### src/rtl/step_divider.sv
// step_divider: sequential unsigned fixed-point divider, the responder on the
// motion-core divider interface.
//   quotinent = floor((divident << FRAC_BITS) / divisor)
// Restoring algorithm. It retires one quotient bit per clock by default, or
// two bits per clock when DIV_RADIX4_EN is defined.
//
// Optional feature macro: DIV_RADIX4_EN
//   undefined : radix-2, result WIDTH+FRAC_BITS clocks after the accepting edge
//   defined   : two chained restoring steps per clock, half the latency.
//               WIDTH+FRAC_BITS must be even.
//
// Ports:
//   clk           rising-edge clock
//   reset         synchronous, active-high reset
//   divident      unsigned numerator, sampled when start_divide=1
//   divisor       unsigned denominator, sampled when start_divide=1
//   start_divide  request pulse; accepted in any state, aborts a running divide
//   quotinent     result; it changes only on a completion edge
//   divide_done   level, high while quotinent belongs to the last accepted request
//   busy          high while an iteration is in progress
module step_divider #(
    parameter int WIDTH     = 32,
    parameter int FRAC_BITS = 32
) (
    input  logic                       clk,
    input  logic                       reset,
    input  logic [WIDTH-1:0]           divident,
    input  logic [WIDTH-1:0]           divisor,
    input  logic                       start_divide,
    output logic [WIDTH+FRAC_BITS-1:0] quotinent,
    output logic                       divide_done,
    output logic                       busy
);

    localparam int QW = WIDTH + FRAC_BITS;
`ifdef DIV_RADIX4_EN
    localparam int BITS_PER_CLK = 2;
`else
    localparam int BITS_PER_CLK = 1;
`endif
    localparam int STEPS = QW / BITS_PER_CLK;
    localparam int CW    = $clog2(STEPS + 1);

    localparam logic [0:0] IDLE = 1'b0;
    localparam logic [0:0] RUN  = 1'b1;

`ifdef DIV_RADIX4_EN
    generate
        if ((QW % 2) != 0) begin : g_odd_width
            $error("step_divider: WIDTH+FRAC_BITS must be even with DIV_RADIX4_EN");
        end
    endgenerate
`endif

    logic [0:0]       state;
    logic [WIDTH-1:0] div_r;
    logic [QW-1:0]    num_sr;
    logic [QW-1:0]    q_sr;
    // The partial remainder is always below the divisor, so WIDTH bits are
    // enough to store it. The extra compare bit lives only in t below.
    logic [WIDTH-1:0] rem;
    logic [CW-1:0]    cnt;

    logic [WIDTH-1:0] rem_nxt;
    logic [QW-1:0]    num_nxt;
    logic [QW-1:0]    q_nxt;
    logic [WIDTH:0]   t;

    // One or two restoring steps chained combinationally.
    always_comb begin
        rem_nxt = rem;
        num_nxt = num_sr;
        q_nxt   = q_sr;
        t       = '0;
        for (int i = 0; i < BITS_PER_CLK; i++) begin
            t       = {rem_nxt, num_nxt[QW-1]};
            num_nxt = {num_nxt[QW-2:0], 1'b0};
            if (t >= {1'b0, div_r}) begin
                // The true difference is below the divisor, so a WIDTH-bit
                // subtraction that wraps modulo 2^WIDTH gives the exact value.
                rem_nxt = t[WIDTH-1:0] - div_r;
                q_nxt   = {q_nxt[QW-2:0], 1'b1};
            end else begin
                rem_nxt = t[WIDTH-1:0];
                q_nxt   = {q_nxt[QW-2:0], 1'b0};
            end
        end
    end

    always_ff @(posedge clk) begin
        if (reset) begin
            state       <= IDLE;
            div_r       <= '0;
            num_sr      <= '0;
            q_sr        <= '0;
            rem         <= '0;
            cnt         <= '0;
            quotinent   <= '0;
            divide_done <= 1'b0;
            busy        <= 1'b0;
        end else if (start_divide) begin
            // A start is accepted in any state. It also wins over a completion
            // on the same edge, so quotinent keeps its previous value.
            state       <= RUN;
            div_r       <= divisor;
            num_sr      <= {divident, {FRAC_BITS{1'b0}}};
            q_sr        <= '0;
            rem         <= '0;
            cnt         <= CW'(STEPS);
            divide_done <= 1'b0;
            busy        <= 1'b1;
        end else if (state == RUN) begin
            num_sr <= num_nxt;
            q_sr   <= q_nxt;
            rem    <= rem_nxt;
            cnt    <= cnt - CW'(1);
            if (cnt == CW'(1)) begin
                quotinent   <= q_nxt;
                divide_done <= 1'b1;
                busy        <= 1'b0;
                state       <= IDLE;
            end
        end
    end

endmodule

### config.mk
export PLATFORM = sky130hd
export DESIGN_NAME = step_divider
export DESIGN_NICKNAME = d
export VERILOG_FILES = /design/src/rtl/step_divider.sv
export SDC_FILE = /design/constraint.sdc
export NUM_CORES = 1
export LEC_CHECK = 0
export CORE_UTILIZATION = 62
export CTS_BUF_LIST = sky130_fd_sc_hd__clkbuf_2
export CTS_CLUSTER_SIZE = 28
export DETAILED_ROUTE_END_ITERATION = 12
export PLACE_DENSITY_LB_ADDON = 0.3
export SLEW_MARGIN = 10
export SYNTH_ARGS = -nofsm -noshare
export SYNTH_HDL_FRONTEND = slang
export SYNTH_SLANG_ARGS = --single-unit
### constraint.sdc
create_clock -name clk -period 7.7 [get_ports clk]
set_input_delay 1.155 -clock clk [delete_from_list [all_inputs] [get_ports clk]]
set_output_delay 1.155 -clock clk [all_outputs]
set_load 0.02 [all_outputs]
---- Word level (Yosys, flattened, before mapping) ----
Cells that the tools add are included.
operators by class
  equality and inequality tests ........... 1
  $add $sub $neg .......................... 2
  $lt $le $gt $ge ......................... 1
  multiplexer cells ....................... 12
  bitwise gates (word level) .............. 1
  reduce and logical (&&, ||, !) cells .... 6
operators with widths
  cell                                               number
  2-to-1 mux 64 bit                                  2
  greater-or-equal comparator 33 x 32 -> 1 bit       1
  2-to-1 mux 32 bit                                  1
  subtractor 32 bit                                  1
  2-to-1 mux 7 bit                                   2
  == test 7 x 1 -> 1 bit (second input constant)     1
  2-to-1 mux 1 bit                                   7
  subtractor 7 x 1 -> 7 bit (second input constant)  1
  AND reduction 2 bit                                2
  nonzero test 2 bit                                 2
  AND reduction 3 bit                                1
  OR reduction 2 bit                                 1
  inverter 1 bit                                     1
word-level totals
  flip-flop bits (word level) ............. 233
  word-level logic and storage cells ...... 33
  output and inout port bits .............. 66
  bits of input ports ..................... 67

---- Longest topological paths before layout ----
  word-level depth ........................ 4
  depth in mapped cells ................... 13
  depth with buffers taken out ............ 11

---- Least setup slack after synthesis ----
OpenSTA, ideal clock, no wires.
  path type ............................... reg-to-reg
  start ................................... reg num_sr[63]
  end ..................................... reg rem[28]
  period minus slack after synthesis ...... 2,534 ps
  buffers on the path ..................... 0
  setup time .............................. 137 ps
  arrival time ............................ 2,398 ps
  stages on the path, launching flop included .. 12
  data required time ...................... 7,563 ps
  path slack .............................. 5,166 ps
  path through ............................ dfxtp_1 inv_1 ha_1 fa_1 nand2b_1 a21oi_1 o21a_1 o21bai_1 a311o_1 mux2_2 o21ai_1 a31oi_1
between the ends
  word-level cells in the longest chain between the ends .. 2
  elaborated cells on any way between the ends .. 3
  classes of those cells .................. add/sub: 1; order compare: 1; mux: 1
RTL lines
  item                                                                                      RTL line  text
  start: declaration                                                                        57        logic [QW-1:0] num_sr;
  start signal: assignment                                                                  106       num_sr <= {divident, {FRAC_BITS{1'b0}}};
  start signal: assignment                                                                  113       num_sr <= num_nxt;
  subtractor 32 bit / greater-or-equal comparator 33 x 32 -> 1 bit (equally long branches)  81, 78
  2-to-1 mux 32 bit (*)                                                                     78        if (t >= {1'b0, div_r}) begin
  end signal: assignment                                                                    115       rem <= rem_nxt;
  end: declaration                                                                          61        logic [WIDTH-1:0] rem;
Mark *: on every way between the ends. The rest lies on a longest branch, timed or not.
A chain may end at the register's enable or synchronous reset.

---- Worst setup path after layout ----
  start ................................... reg div_r[21]
  end ..................................... reg rem[29]
between the ends
  word-level cells in the longest chain between the ends .. 2
  elaborated cells on any way between the ends .. 3
  classes of those cells .................. add/sub: 1; order compare: 1; mux: 1
RTL lines
  item                                                                                      RTL line  text
  start: declaration                                                                        56        logic [WIDTH-1:0] div_r;
  start signal: assignment                                                                  105       div_r <= divisor;
  subtractor 32 bit / greater-or-equal comparator 33 x 32 -> 1 bit (equally long branches)  81, 78
  2-to-1 mux 32 bit (*)                                                                     78
Marks and branches as above.

==> key figures <==
Outcome
  – Status: complete, no violations

Hold path
  – HP Start: quotinent[46]
  – Worst hold path type: reg2reg

Timing
  – Slew @ Worst Pin: ~1.3 ns
  – RSZ-0062 raised after global routing: no
  – Clock Skews: roughly 0.09 ns
  – Setup TNS: 0 ns
  – Rel. slew slack: 14.5%
  – Period utilisation layout: between 40% and 50%
  – Final Max Slew Viols: 0
  – Final setup violation count: 0
  – Final Hold Viols: 0
  – Min cycle time layout: 3.57 ns
  – WHS: ~0.46 ns
  – FMAX: 280 MHz

Clock network
  – Clk_lat worst skew: roughly 0.83 ns
  – Worst-path clk slew: roughly 0.11 ns
  – H-tree depth: 2
  – PostCTS Resize Cnt: 0
  – TritonCTS clock tree: yes
  – Max clock buf depth: 3
  – CTS Hold Buffers Added: 0
  – Post-CTS Setup Inserts: 0
  – CTS root buffer: clkbuf_2
  – Number of CTS-inserted buffers: 56
  – CTS Sinks: between 200 and 250

Detailed routing
  – First-pass DRT Iterations: 7
  – Routed via count: 9059
  – DR DRC count: 0
  – Routed Antenna Nets: 0
  – Post-Route WL: between 20000 and 25000 um
  – Post-DR wirelength/cell: between 10 and 15 um
  – Drt first-iter violations: between 500 and 600
  – Vias/cell: about 5.5

Floorplanning
  – Die width: 133 um
  – Initial Util: a little under two thirds
  – Die area: approximately 0.018 mm2
  – Core box area: approximately 0.017 mm2
  – Die Span Y: roughly 130 um
  – Ports: approximately 130
  – Row Count: 47

Power
  – Leakage power: between 4 and 5 nW
  – Comb pwr share: between 10% and 20%
  – NetSw: about 0.75 mW
  – Pwr/cell area: 199 mW/mm2
  – Internal power: around 1.7 mW
  – VDD IR max: between 0.1 and 0.15 mV
  – Pwr Total: roughly 2.5 mW
  – Switch share: between 30% and 40%
  – Clock share of power: about a third
  – Seq pwr share: between 50% and 60%

Yosys
  – Ys flop type: dfxtp_1
  – Seq cells post-synth: about 230
  – Seq/Total Area, Yosys: about 44%
  – Synthesized area: between 0.01 and 0.015 mm2
  – Post-synth EDFFs: 0
  – Count of different cell masters after synthesis: 63
  – Syn Nets: approximately 1.4k
  – Syn Inst Count: roughly 1.3k
  – Asr flop ratio synth: 0%
  – Post-Synthesis Mean Instance Area: about 8.5 um2
  – Yosys Warn Count: 0

Worst setup path
  – Max FO, Critical Path: 18
  – Worst Setup SP: div_r[21]
  – Slowest stage delay, CP: between 0.7 and 0.8 ns
  – Critical R2R Launch: div_r[21]
  – CP max stage cell: or2_1
  – CP Capture Type: flop
  – Worst EP required: approximately 8.4 ns
  – Crit Path Class: reg2reg
  – WP data arrival: between 4 and 5 ns
  – Worst path cell trace: inv_1, ha_1, nand4_1, nor4_2, a21oi_1, o211ai_1, and2_2, or2_1, buf_4, nand3_2, o21ai_0
  – Reg2Reg Setup Slack: around 4.1 ns
  – Critical Path Start Type: flop

Place
  – Gpl congestion: just over 0.9
  – Post-DP HPWL: around 15000 um
  – Area of placed instances: approximately 0.012 mm2
  – Port Buffers: approximately 130

Global routing
  – Overall Global Routing Usage: about 26%
  – GRT overflow: 0
  – Largest net degree at the start of global routing: approximately 100
  – First-pass GRT wire length: between 30000 and 40000 um
  – Vias in the first global route: around 8.6k
  – Initial antenna violation count: 1

Cells and area
  – Fillers: between 1k and 1.5k
  – Area Overhead vs Synth: 17.1%
  – Fin util: about three quarters
  – Commonest non-fill, non-tap cell in the layout: dfxtp_1
  – Nets: 1481
  – Most frequent cells in the layout: 232 x dfxtp_1, 189 x nor2_1, 163 x nand2_1
  – Fin area: around 0.013 mm2
  – Fraction of layout cells with a size suffix above 1: about 8.0%

Flow run
  – Max cap viols: 0
layout make-up:
cell class	count	area (um2)	area share (%)
diodes	1	2.50	0.0199
clock buffers	83	415	3.31
clock inverters	20	111	0.887
inverters	44	165	1.32
multi-input cells	905	5540	44.2
flip-flops and latches	233	4670	37.2
well taps	220	275	2.19
repair buffers	139	1370	10.9
worst paths after layout:
| path | end | cells past startpoint |
|---|---|---|
| setup reg to reg | rem[29] | 11 |
| hold / removal | quotinent[46] | 2 |
| setup / recovery | rem[29] | 11 |
| hold reg to reg | quotinent[46] | 2 |
worst max-delay path: cells and delay by family, from the launching register on:
family,cells,cell delay (ns)
DFF,1,0.35
and+or+nand+nor,5,1.70
buffers and inverters,2,0.40
adders and majority gates,1,0.47
AOI/OAI and AO/OA,3,0.53
Yosys cell counts, types with 6 or more instances:
master      n  area (um2)
a31oi_1    11        68.8
xnor2_1    21         184
a21o_1     11        82.6
mux2i_1   143        1430
nor2b_1     6        37.5
buf_1      15        56.3
dfxtp_1   233        4660
and3_1      6        37.5
nand3_1    12        60.1
inv_1      44         165
buf_2       7        35.0
nor2_1    190         713
nand4_1     9        56.3
a21oi_1   147         736
xor2_1     11        96.3
o211ai_1    6        45.0
ha_1       34         425
nand2b_1    6        37.5
nor3_1      7        35.0
nand2_1   163         612
o21ai_0    50         250
clkbuf_1   55         206
flip-flops by register name, indices dropped and copies added (netlist names):
register,flops
quotinent,64
busy,1
rem,32
state,1
divide_done,1
q_sr,63
num_sr,32
div_r,32
cnt,7
through the flow:
stage                     instances  worst slack, ns
after floorplan                1264             5.17
after CTS                      1644             4.12
after detailed placement       1541             4.21
after global placement         1541             4.36
final                          1645             4.13
after global routing           1645             3.79
metal layers:
metal	GRT usage (%)	share of wire (%)	vias to the layer above
met5	0	0	-
met4	8.78	1.8	0
met3	6.39	5.5	34
met2	42.9	47	227
met1	32.5	46	4221
li1	-	-	4577
kinds of logic (layout without fill, tap and decap cells):
kind of cell | after synthesis | after routing | synth area share [%]
AO/OA/AOI/OAI | 274 | 274 | 15.1
XOR/XNOR | 32 | 32 | 2.61
adder cells (fa/ha/maj) | 35 | 35 | 4.16
buffers and inverters | 126 | 286 | 4.86
flip-flops | 233 | 233 | 43.5
multiplexers | 144 | 144 | 13.5
other | 0 | 1 | 0
AND/OR/NAND/NOR | 420 | 420 | 16.3
power by group through the flow:
| stage | Sequential, mW | Clock, mW | Combinational (mW) |
|---|---|---|---|
| 6_report | 1.26 | 0.811 | 0.425 |
| 3_3_place_gp | 1.29 | 0 | 0.411 |
| 5_1_grt | 1.27 | 0.907 | 0.469 |
| 4_1_cts | 1.26 | 0.837 | 0.421 |
| 3_5_place_dp | 1.29 | 0 | 0.418 |
| 2_1_floorplan | 1.27 | 0 | 0.337 |
Note: power is estimated with default switching activity, not from simulation.
